**src/rtl/mem_port_arbiter_pkg.sv**
```systemverilog
// Shared types and constants for the unified-memory port arbiter.
package mem_port_arbiter_pkg;

  localparam int unsigned ArbAddrW = 32;
  localparam int unsigned ArbDataW = 32;
  localparam int unsigned ArbBeW   = ArbDataW / 8;

  typedef logic [ArbDataW-1:0] word_t;

  typedef enum logic {StIdle, StWait} arb_state_e;
  typedef enum logic {OwnInstr, OwnData} arb_owner_e;

  // Registered command presented to the memory.
  typedef struct packed {
    logic                we;
    logic [ArbBeW-1:0]   be;
    logic [ArbAddrW-1:0] addr;
    word_t               wdata;
  } mem_cmd_t;

  // Fetches are full-word reads.
  function automatic mem_cmd_t fetch_cmd(input logic [ArbAddrW-1:0] addr);
    mem_cmd_t cmd;
    cmd.we    = 1'b0;
    cmd.be    = '1;
    cmd.addr  = addr;
    cmd.wdata = '0;
    return cmd;
  endfunction

endpackage

```
**src/rtl/mem_port_arbiter_if.sv**
```systemverilog
// Signal bundle between the core's fetch/data ports, the arbiter and the unified memory.
interface mem_port_arbiter_if #(
  parameter int unsigned ADDR_W = mem_port_arbiter_pkg::ArbAddrW,
  parameter int unsigned DATA_W = mem_port_arbiter_pkg::ArbDataW
) ();

  logic                  if_req;
  logic [ADDR_W-1:0]     if_addr;
  logic                  if_gnt;
  logic                  if_rvalid;
  logic [DATA_W-1:0]     if_rdata;

  logic                  d_req;
  logic                  d_we;
  logic [DATA_W/8-1:0]   d_be;
  logic [ADDR_W-1:0]     d_addr;
  logic [DATA_W-1:0]     d_wdata;
  logic                  d_gnt;
  logic                  d_rvalid;
  logic [DATA_W-1:0]     d_rdata;

  logic                  mem_req;
  logic                  mem_we;
  logic [DATA_W/8-1:0]   mem_be;
  logic [ADDR_W-1:0]     mem_addr;
  logic [DATA_W-1:0]     mem_wdata;
  logic [DATA_W-1:0]     mem_rdata;

  // Core requesters plus memory
  modport master (
    output if_req, if_addr, d_req, d_we, d_be, d_addr, d_wdata, mem_rdata,
    input  if_gnt, if_rvalid, if_rdata, d_gnt, d_rvalid, d_rdata,
    input  mem_req, mem_we, mem_be, mem_addr, mem_wdata
  );

  // Arbiter
  modport slave (
    input  if_req, if_addr, d_req, d_we, d_be, d_addr, d_wdata, mem_rdata,
    output if_gnt, if_rvalid, if_rdata, d_gnt, d_rvalid, d_rdata,
    output mem_req, mem_we, mem_be, mem_addr, mem_wdata
  );

endinterface

```
**src/rtl/mem_port_arbiter.sv**
```systemverilog
// Shares one fixed-latency single-port memory between fetch and data ports. One access in
// flight; data has priority, fetch wins after MAX_STARVE consecutive losses.
module mem_port_arbiter
  import mem_port_arbiter_pkg::*;
#(
  parameter int unsigned ADDR_W     = ArbAddrW,
  parameter int unsigned DATA_W     = ArbDataW,
  parameter int unsigned LATENCY    = 1,
  parameter int unsigned MAX_STARVE = 4
) (
  input logic               clock,
  input logic               reset,
  mem_port_arbiter_if.slave bus
);

  localparam logic [3:0] LatCnt    = 4'(LATENCY);
  localparam logic [3:0] StarveMax = 4'(MAX_STARVE);

  arb_state_e        state_q;
  arb_owner_e        owner_q;
  logic [3:0]        cnt_q;
  logic [3:0]        starve_q;
  mem_cmd_t          cmd_q;
  logic              mem_req_q;
  logic              if_gnt_q;
  logic              if_rvalid_q;
  logic              d_gnt_q;
  logic              d_rvalid_q;
  logic [DATA_W-1:0] if_rdata_q;
  logic [DATA_W-1:0] d_rdata_q;

  logic              if_wins;
  logic [ADDR_W-1:0] win_addr;
  mem_cmd_t          win_cmd;

  assign if_wins  = bus.if_req && (!bus.d_req || starve_q == StarveMax);
  assign win_addr = if_wins ? bus.if_addr : bus.d_addr;

  always_comb begin
    if (if_wins) begin
      win_cmd = fetch_cmd(win_addr);
    end else begin
      win_cmd = '{we: bus.d_we, be: bus.d_be, addr: win_addr, wdata: bus.d_wdata};
    end
  end

  always_ff @(posedge clock) begin
    if (reset) begin
      state_q     <= StIdle;
      owner_q     <= OwnData;
      cnt_q       <= '0;
      starve_q    <= '0;
      cmd_q       <= '0;
      mem_req_q   <= 1'b0;
      if_gnt_q    <= 1'b0;
      if_rvalid_q <= 1'b0;
      d_gnt_q     <= 1'b0;
      d_rvalid_q  <= 1'b0;
      if_rdata_q  <= '0;
      d_rdata_q   <= '0;
    end else begin
      mem_req_q   <= 1'b0;
      if_gnt_q    <= 1'b0;
      d_gnt_q     <= 1'b0;
      if_rvalid_q <= 1'b0;
      d_rvalid_q  <= 1'b0;
      unique case (state_q)
        StIdle: begin
          if (bus.if_req || bus.d_req) begin
            cmd_q     <= win_cmd;
            mem_req_q <= 1'b1;
            cnt_q     <= LatCnt;
            state_q   <= StWait;
            if (if_wins) begin
              if_gnt_q <= 1'b1;
              owner_q  <= OwnInstr;
              starve_q <= '0;
            end else begin
              d_gnt_q <= 1'b1;
              owner_q <= OwnData;
              // Count fetch losses only while a fetch is actually waiting.
              if (!bus.if_req) begin
                starve_q <= '0;
              end else if (starve_q != StarveMax) begin
                starve_q <= starve_q + 4'd1;
              end
            end
          end
        end
        StWait: begin
          if (cnt_q != 4'd0) begin
            cnt_q <= cnt_q - 4'd1;
          end else begin
            state_q <= StIdle;
            if (owner_q == OwnInstr) begin
              if_rvalid_q <= 1'b1;
              if_rdata_q  <= bus.mem_rdata;
            end else begin
              d_rvalid_q <= 1'b1;
              d_rdata_q  <= cmd_q.we ? '0 : bus.mem_rdata;
            end
          end
        end
        default: state_q <= StIdle;
      endcase
    end
  end

  assign bus.mem_req   = mem_req_q;
  assign bus.mem_we    = cmd_q.we;
  assign bus.mem_be    = cmd_q.be;
  assign bus.mem_addr  = cmd_q.addr;
  assign bus.mem_wdata = cmd_q.wdata;
  assign bus.if_gnt    = if_gnt_q;
  assign bus.if_rvalid = if_rvalid_q;
  assign bus.if_rdata  = if_rdata_q;
  assign bus.d_gnt     = d_gnt_q;
  assign bus.d_rvalid  = d_rvalid_q;
  assign bus.d_rdata   = d_rdata_q;

endmodule

```
**src/flat_wrapper.sv**
```systemverilog
// flat-port wrapper written by rule: the top's interface ports become plain ports
module mem_port_arbiter_flat import mem_port_arbiter_pkg::*;
#(
  parameter int unsigned ADDR_W     = ArbAddrW,
  parameter int unsigned DATA_W     = ArbDataW,
  parameter int unsigned LATENCY    = 1,
  parameter int unsigned MAX_STARVE = 4
)
  (clock, reset, bus_if_req, bus_if_addr, bus_d_req, bus_d_we, bus_d_be, bus_d_addr, bus_d_wdata, bus_mem_rdata, bus_if_gnt, bus_if_rvalid, bus_if_rdata, bus_d_gnt, bus_d_rvalid, bus_d_rdata, bus_mem_req, bus_mem_we, bus_mem_be, bus_mem_addr, bus_mem_wdata);
  mem_port_arbiter_if #(.ADDR_W(ADDR_W), .DATA_W(DATA_W)) bus_i ();
  input logic clock;
  input logic reset;
  input wire logic [$bits(bus_i.if_req)-1:0] bus_if_req;
  input wire logic [$bits(bus_i.if_addr)-1:0] bus_if_addr;
  input wire logic [$bits(bus_i.d_req)-1:0] bus_d_req;
  input wire logic [$bits(bus_i.d_we)-1:0] bus_d_we;
  input wire logic [$bits(bus_i.d_be)-1:0] bus_d_be;
  input wire logic [$bits(bus_i.d_addr)-1:0] bus_d_addr;
  input wire logic [$bits(bus_i.d_wdata)-1:0] bus_d_wdata;
  input wire logic [$bits(bus_i.mem_rdata)-1:0] bus_mem_rdata;
  output wire logic [$bits(bus_i.if_gnt)-1:0] bus_if_gnt;
  output wire logic [$bits(bus_i.if_rvalid)-1:0] bus_if_rvalid;
  output wire logic [$bits(bus_i.if_rdata)-1:0] bus_if_rdata;
  output wire logic [$bits(bus_i.d_gnt)-1:0] bus_d_gnt;
  output wire logic [$bits(bus_i.d_rvalid)-1:0] bus_d_rvalid;
  output wire logic [$bits(bus_i.d_rdata)-1:0] bus_d_rdata;
  output wire logic [$bits(bus_i.mem_req)-1:0] bus_mem_req;
  output wire logic [$bits(bus_i.mem_we)-1:0] bus_mem_we;
  output wire logic [$bits(bus_i.mem_be)-1:0] bus_mem_be;
  output wire logic [$bits(bus_i.mem_addr)-1:0] bus_mem_addr;
  output wire logic [$bits(bus_i.mem_wdata)-1:0] bus_mem_wdata;
  assign bus_i.if_req = bus_if_req;
  assign bus_i.if_addr = bus_if_addr;
  assign bus_i.d_req = bus_d_req;
  assign bus_i.d_we = bus_d_we;
  assign bus_i.d_be = bus_d_be;
  assign bus_i.d_addr = bus_d_addr;
  assign bus_i.d_wdata = bus_d_wdata;
  assign bus_i.mem_rdata = bus_mem_rdata;
  assign bus_if_gnt = bus_i.if_gnt;
  assign bus_if_rvalid = bus_i.if_rvalid;
  assign bus_if_rdata = bus_i.if_rdata;
  assign bus_d_gnt = bus_i.d_gnt;
  assign bus_d_rvalid = bus_i.d_rvalid;
  assign bus_d_rdata = bus_i.d_rdata;
  assign bus_mem_req = bus_i.mem_req;
  assign bus_mem_we = bus_i.mem_we;
  assign bus_mem_be = bus_i.mem_be;
  assign bus_mem_addr = bus_i.mem_addr;
  assign bus_mem_wdata = bus_i.mem_wdata;
  mem_port_arbiter #(.ADDR_W(ADDR_W), .DATA_W(DATA_W), .LATENCY(LATENCY), .MAX_STARVE(MAX_STARVE)) u_core (.clock(clock), .reset(reset), .bus(bus_i));
endmodule
```
**config.mk**
```make
export PLATFORM = sky130hd
export DESIGN_NAME = mem_port_arbiter_flat
export DESIGN_NICKNAME = d
export VERILOG_FILES = /design/src/rtl/mem_port_arbiter_pkg.sv /design/src/rtl/mem_port_arbiter_if.sv /design/src/rtl/mem_port_arbiter.sv /design/src/flat_wrapper.sv
export SDC_FILE = /design/constraint.sdc
export NUM_CORES = 1
export LEC_CHECK = 0
export CORE_AREA = 3 3 126 128
export CTS_CLUSTER_DIAMETER = 150
export DETAILED_ROUTE_END_ITERATION = 6
export DIE_AREA = 0 0 129 131
export PLACE_DENSITY = 0.82
export SLEW_MARGIN = 40
export SYNTH_ARGS = -nofsm -noshare
export SYNTH_HDL_FRONTEND = slang
export SYNTH_SLANG_ARGS = --single-unit
```
**constraint.sdc**
```tcl
create_clock -name clock -period 1.7 [get_ports clock]
set_input_delay 0.51 -clock clock [delete_from_list [all_inputs] [get_ports clock]]
set_output_delay 0.51 -clock clock [all_outputs]
set_load 0.005 [all_outputs]
```
==> After elaboration in Yosys (flattened, before gate mapping) <==
Cells that the tools add are included.
{ "totals": {"regBits": 148, "in_bits": 137, "output_inout_bits": 138, "word_cells": 55} }
{ "classes": {"add_sub_neg": 2, "eq_ne": 5, "mux": 16, "bitwise": 4, "reduce_logical": 13} }
{ "ops": {"columns": ["op", "n"], "rows": [
  ["$mux 69", 1],
  ["$mux 32", 2],
  ["$mux 4", 5],
  ["$reduce_and 3->1", 3],
  ["$pmux 4 s2", 1],
  ["$mux 1", 6],
  ["$reduce_or 3->1", 2],
  ["$add 4x1->4 const B", 1],
  ["$eq 4x3->1 const B", 1],
  ["$ne 4x3->1 const B", 1],
  ["$not 1->1", 4],
  ["$reduce_and 2->1", 2],
  ["$reduce_bool 4->1", 1],
  ["$sub 4x1->4 const B", 1],
  ["$ne 3x1->1 const B", 1],
  ["$logic_or 1x1->1", 2],
  ["$ne 2x1->1 const B", 1],
  ["$ne 2x2->1 const B", 1],
  ["$pmux 1 s2", 1],
  ["$reduce_or 2->1", 1],
  ["$logic_and 1x1->1", 1],
  ["$logic_not 1->1", 1]
]} }

==> Logic depth before layout (Yosys ltp) <==
{ "logic_depth": {"word_depth": 5, "depth_mapped": 7, "mapped_depth_nobuf": 5} }

==> Least setup slack after synthesis <==
Ideal clock, no wire load.
{ "synth_timing": {"kind": "input to register", "start": "input bus_d_req", "end": "register u_core.owner_q", "setup_time_ps": 120, "arrival_ps": 1437, "required_time_ps": 1580, "path_slack_ps": 143, "path_stages": 6, "path_buffers": 3, "cell_sequence": "buf_2 nand2b_1 buf_2 and2_1 clkbuf_1 a211o_1"} }
{ "synth_via": {"elab_chain_len": 4, "word_cells_on_any_way": 6, "classes_between": "1 x mux; 5 x reduce/logical"} }
{ "synth_rtl": {"columns": ["item", "line_no", "source"], "rows": [
  ["start: declaration", "flat_wrapper.sv:15", "input wire logic [$bits(bus_i.d_req)-1:0] bus_d_req;"],
  ["$logic_not 1->1", "mem_port_arbiter.sv:36", "assign if_wins = bus.if_req && (!bus.d_req || starve_q == StarveMax);"],
  ["$logic_or 1x1->1", "mem_port_arbiter.sv:36", null],
  ["$logic_and 1x1->1", "mem_port_arbiter.sv:36", null],
  ["$mux 1", "mem_port_arbiter.sv:74", "if (if_wins) begin"],
  ["end signal: assignment", "mem_port_arbiter.sv:50", "owner_q <= OwnData;"],
  ["end signal: assignment", "mem_port_arbiter.sv:76", "owner_q <= OwnInstr;"],
  ["end signal: assignment", "mem_port_arbiter.sv:80", "owner_q <= OwnData;"],
  ["end: declaration", "mem_port_arbiter.sv:20", "arb_owner_e owner_q;"]
]} }
Several ways; a longest one is shown, not always the timed one.
A chain may end at the register's enable or synchronous reset.

==> Worst setup path in the final report <==
{ "layout_timing": {"start": "register u_core.starve_q[1]", "end": "register u_core.cmd_q (netlist bit u_core.bus.mem_addr[14])"} }
{ "layout_via": {"elab_chain_len": 5} }
{ "layout_rtl": {"columns": ["item", "line_no", "source"], "rows": [
  ["start: declaration", "mem_port_arbiter.sv:22", "logic [3:0] starve_q;"],
  ["start signal: assignment", "mem_port_arbiter.sv:85", "starve_q <= starve_q + 4'd1;"],
  ["$eq 4x3->1", "mem_port_arbiter.sv:36", null],
  ["$logic_or 1x1->1", "mem_port_arbiter.sv:36", null],
  ["$logic_and 1x1->1", "mem_port_arbiter.sv:36", null],
  ["$mux 32", "mem_port_arbiter.sv:37", "assign win_addr = if_wins ? bus.if_addr : bus.d_addr;"],
  ["$mux 69", "mem_port_arbiter.sv:40", "if (if_wins) begin"],
  ["end signal: assignment", "mem_port_arbiter.sv:70", "cmd_q <= win_cmd;"],
  ["end: declaration", "mem_port_arbiter.sv:23", "mem_cmd_t cmd_q;"]
]} }
Every way passes these cells.

==> impl_metrics.sql <==
INSERT INTO impl_metrics (metric_group, metric, value, unit) VALUES
('clocking', 'cts.sink_count', '148', ''),
('critical_path', 'crit_path_slowest_cell', 'sky130_fd_sc_hd__dfxtp_1', ''),
('yosys', 'cell_types_with_the_largest_area_share_after_synthesis', 'sky130_fd_sc_hd__dfxtp_1 (47%), sky130_fd_sc_hd__nand4b_1 (9.4%), sky130_fd_sc_hd__a21oi_1 (8.0%)', ''),
('detailed_routing', 'routed-via-count', '6676', ''),
('yosys', 'synth_instances', '726', ''),
('timing', 'layout_worst_path_cycle_share', '0.949', ''),
('timing', 'fin_hold_ws', '0.449', 'ns'),
('detailed_routing', 'drtAntennaViolNets', '0', ''),
('timing', 'max_clock_freq', '620', 'MHz'),
('critical_path', 'timing.critical_path.cells', 'inv_1, ha_1, nand4b_4, buf_12, buf_12, nor4bb_1, nor4_1', ''),
('power_and_ir_drop', 'comb_power_share', '0.198', ''),
('global_routing', 'initial_antenna_violation_count', '0', ''),
('clocking', 'cts_htree_levels', '4', ''),
('timing', 'setup_viol', '0', ''),
('floorplanning', 'die_width', '129', 'um'),
('global_routing', 'number_of_global_route_vias_before_repair', '6149', ''),
('finish', 'filler_cell_count', '1255', ''),
('hold_path', 'worst_hold_path_type', 'flop to flop', ''),
('yosys', 'yosys.cell_count.top_type', 'sky130_fd_sc_hd__dfxtp_1', ''),
('critical_path', 'worst_ep_arrival_time', '1.91', 'ns'),
('clocking', 'clkSlewWorstSetupHoldPaths', '0.06', 'ns'),
('yosys', 'synthFlopType', 'sky130_fd_sc_hd__dfxtp_1', ''),
('floorplanning', 'chip_height', '131', 'um'),
('power_and_ir_drop', 'leakage', '4.12', 'nW'),
('clocking', 'cts_buffers', '17', ''),
('yosys', 'ys_ff_latch', '148', ''),
('timing', 'finalSetupTns', '0', 'ns'),
('place', 'post_dp_cell_area', '9520', 'um2'),
('detailed_routing', 'drt_iter0_markers', '526', ''),
('place', 'gp_congestion', '0.867', ''),
('yosys', 'post_synth_top_cells', 'sky130_fd_sc_hd__dfxtp_1 (148), sky130_fd_sc_hd__a21oi_1 (101), sky130_fd_sc_hd__nand4b_1 (68)', ''),
('clocking', 'clock_tree.buffer_depth', '2', ''),
('detailed_routing', 'detail_route.wirelength', '20900', 'um'),
('clocking', 'clock_latency_on_the_worst_skew_pair', '0.42', 'ns'),
('global_routing', 'grt_overflow', '0', ''),
('yosys', 'syn_nets', '866', ''),
('clocking', 'post_cts_hold_buffer_count', '0', ''),
('finish', 'num_antenna_cells', '0', ''),
('timing', 'final_max_slew_viol_count', '0', ''),
('power_and_ir_drop', 'p_sw', '2.49', 'mW'),
('finish', 'area_growth', '58.0', '%'),
('global_routing', 'grt_start_max_net_pins', '67', ''),
('power_and_ir_drop', 'power.switching_fraction', '0.267', ''),
('timing', 'hold_violations', '0', ''),
('finish', 'final-seq-area', '2970', 'um2'),
('floorplanning', 'initial_core_utilization', '0.423', ''),
('yosys', 'netlist_area', '6340', 'um2'),
('yosys', 'asyncSetResetFlopFracSynth', '0', ''),
('clocking', 'clock_tree.root_cell', 'sky130_fd_sc_hd__clkbuf_16', ''),
('critical_path', 'setup.worst_path.end_class', 'flop', ''),
('timing', 'grt_setup_unrepaired', 'false', ''),
('global_routing', 'gr-usage-all-layers', '0.232', ''),
('critical_path', 'worst_path_max_stage_delay', '0.38', 'ns'),
('power_and_ir_drop', 'p_total', '9.34', 'mW'),
('floorplanning', 'io_pins', '275', ''),
('power_and_ir_drop', 'p_int', '6.84', 'mW'),
('critical_path', 'crit_fanout', '21', ''),
('clocking', 'cts_tree', 'built', ''),
('detailed_routing', 'wire_per_inst', '17.7', 'um'),
('power_and_ir_drop', 'power.share.sequential', '0.410', ''),
('floorplanning', 'die_area', '16900', 'um2'),
('yosys', 'count_of_different_cell_masters_after_synthesis', '34', ''),
('timing', 'maxSlewHeadroom', '0.696', ''),
('yosys', 'synth_edf_count', '0', ''),
('power_and_ir_drop', 'irDropWorstVdd', '686', 'uV'),
('critical_path', 'critPathMostFrequentCell', 'sky130_fd_sc_hd__buf_12', ''),
('finish', 'drive_gt1_frac', '0.0992', ''),
('run_status', 'run_status', 'finished, final reports clean', ''),
('critical_path', 'timing.setup.critical_path_class', 'flop to flop', ''),
('yosys', 'synth-warning-count', '0', ''),
('critical_path', 'critPathRequiredTime', '2.00', 'ns');
## through the flow
| step | setup WS [ns] | instances | utilization |
|---|---|---|---|
| 2_1_floorplan | 0.143 | 726 | - |
| 4_1_cts | 0.00952 | 1175 | 0.664 |
| 3_5_place_dp | -0.401 | 1143 | 0.636 |
| 5_1_grt | 0.00649 | 1176 | 0.669 |
| 6_report | 0.0863 | 1176 | 0.669 |
| 3_3_place_gp | -0.347 | 1143 | 0.636 |
## final cells by class
cell class                 count  share of cell area
sequential                   148               0.297
clock inverter                10             0.00987
tap                          188              0.0235
timing repair buffer         320               0.316
inverter                       5             0.00187
clock buffer                  22              0.0483
multi-input combinational    483               0.303
## path summary, 6_finish.rpt
kind,startpoint,end,cells after the start
max,u_core.starve_q[1],u_core.bus.mem_addr[14],7
min,u_core.bus.mem_wdata[12],u_core.bus.mem_wdata[12],2
max reg2reg,u_core.starve_q[1],u_core.bus.mem_addr[14],7
min reg2reg,u_core.bus.mem_wdata[12],u_core.bus.mem_wdata[12],2
## timing repair
action / CTS / global route
setup buffers: 0 / 0
pin swaps: 0 / 2
endpoints found under the setup margin: 138 / 55
resized for setup: 144 / 9
gates cloned: 0 / 1
endpoints found under the hold margin: 0 / 0
## kinds of logic (layout without fill, tap and decap cells)
kind of cell | after synthesis | after routing | synth area share
simple gates | 267 | 267 | 0.276
flops | 148 | 148 | 0.467
compound gates | 213 | 213 | 0.186
fa+ha+maj | 3 | 3 | 0.00592
buf+inv | 95 | 357 | 0.0645
## worst max-delay path: cells and delay by family, from the launching register on
kind	cells	cell delay (ns)
simple gates	3	0.52
flops	1	0.38
buf+inv	3	0.36
fa+ha+maj	1	0.23
## cell usage in the layout (no fill, tap or decap), types with 2 or more instances in the layout
master / count
sky130_fd_sc_hd__a21oi_1: 101
sky130_fd_sc_hd__dfxtp_1: 139
sky130_fd_sc_hd__clkdlybuf4s50_1: 133
sky130_fd_sc_hd__nor2_1: 43
sky130_fd_sc_hd__o21ai_0: 67
sky130_fd_sc_hd__buf_12: 19
sky130_fd_sc_hd__clkbuf_16: 18
sky130_fd_sc_hd__nor4_1: 31
sky130_fd_sc_hd__nor3_1: 6
sky130_fd_sc_hd__inv_1: 5
sky130_fd_sc_hd__clkbuf_8: 4
sky130_fd_sc_hd__a211oi_1: 36
sky130_fd_sc_hd__clkinv_4: 2
sky130_fd_sc_hd__nand2_1: 36
sky130_fd_sc_hd__nand4b_1: 68
sky130_fd_sc_hd__dlygate4sd2_1: 138
sky130_fd_sc_hd__ha_1: 3
sky130_fd_sc_hd__nor4bb_2: 2
sky130_fd_sc_hd__and2_1: 4
sky130_fd_sc_hd__dfxtp_2: 9
sky130_fd_sc_hd__nor4bb_1: 29
sky130_fd_sc_hd__nand3b_1: 3
sky130_fd_sc_hd__buf_4: 26
sky130_fd_sc_hd__a31oi_1: 3
sky130_fd_sc_hd__nand3_1: 35
sky130_fd_sc_hd__clkinvlp_4: 5
## flip-flops by register name (all words and copies together) (netlist names)
register / count
u_core.bus.d_gnt: 1
u_core.bus.d_rdata: 32
u_core.bus.d_rvalid: 1
u_core.bus.if_gnt: 1
u_core.bus.if_rdata: 32
u_core.bus.if_rvalid: 1
u_core.bus.mem_addr: 32
u_core.bus.mem_be: 4
u_core.bus.mem_req: 1
u_core.bus.mem_wdata: 32
u_core.bus.mem_we: 1
u_core.cnt_q: 4
u_core.owner_q: 1
u_core.starve_q: 4
u_core.state_q: 1
## routing by layer
metal	track usage	vias up	routed length (um)
met5	0	-	0
met4	0.0933	0	539
met3	0.0703	40	1570
met2	0.383	297	10200
met1	0.283	3132	8600
li1	-	3207	-
## power by group through the flow
| stage | combinational [mW] | sequential (mW) | clock, mW |
|---|---|---|---|
| after global placement | 1.92 | 3.91 | 0 |
| after detailed placement | 1.94 | 3.91 | 0 |
| after global routing | 2.00 | 3.86 | 3.86 |
| after CTS | 1.81 | 3.83 | 3.73 |
| final | 1.85 | 3.83 | 3.66 |
| after floorplan | 0.793 | 3.91 | 0 |
Note: power is estimated with default switching activity, not from simulation.
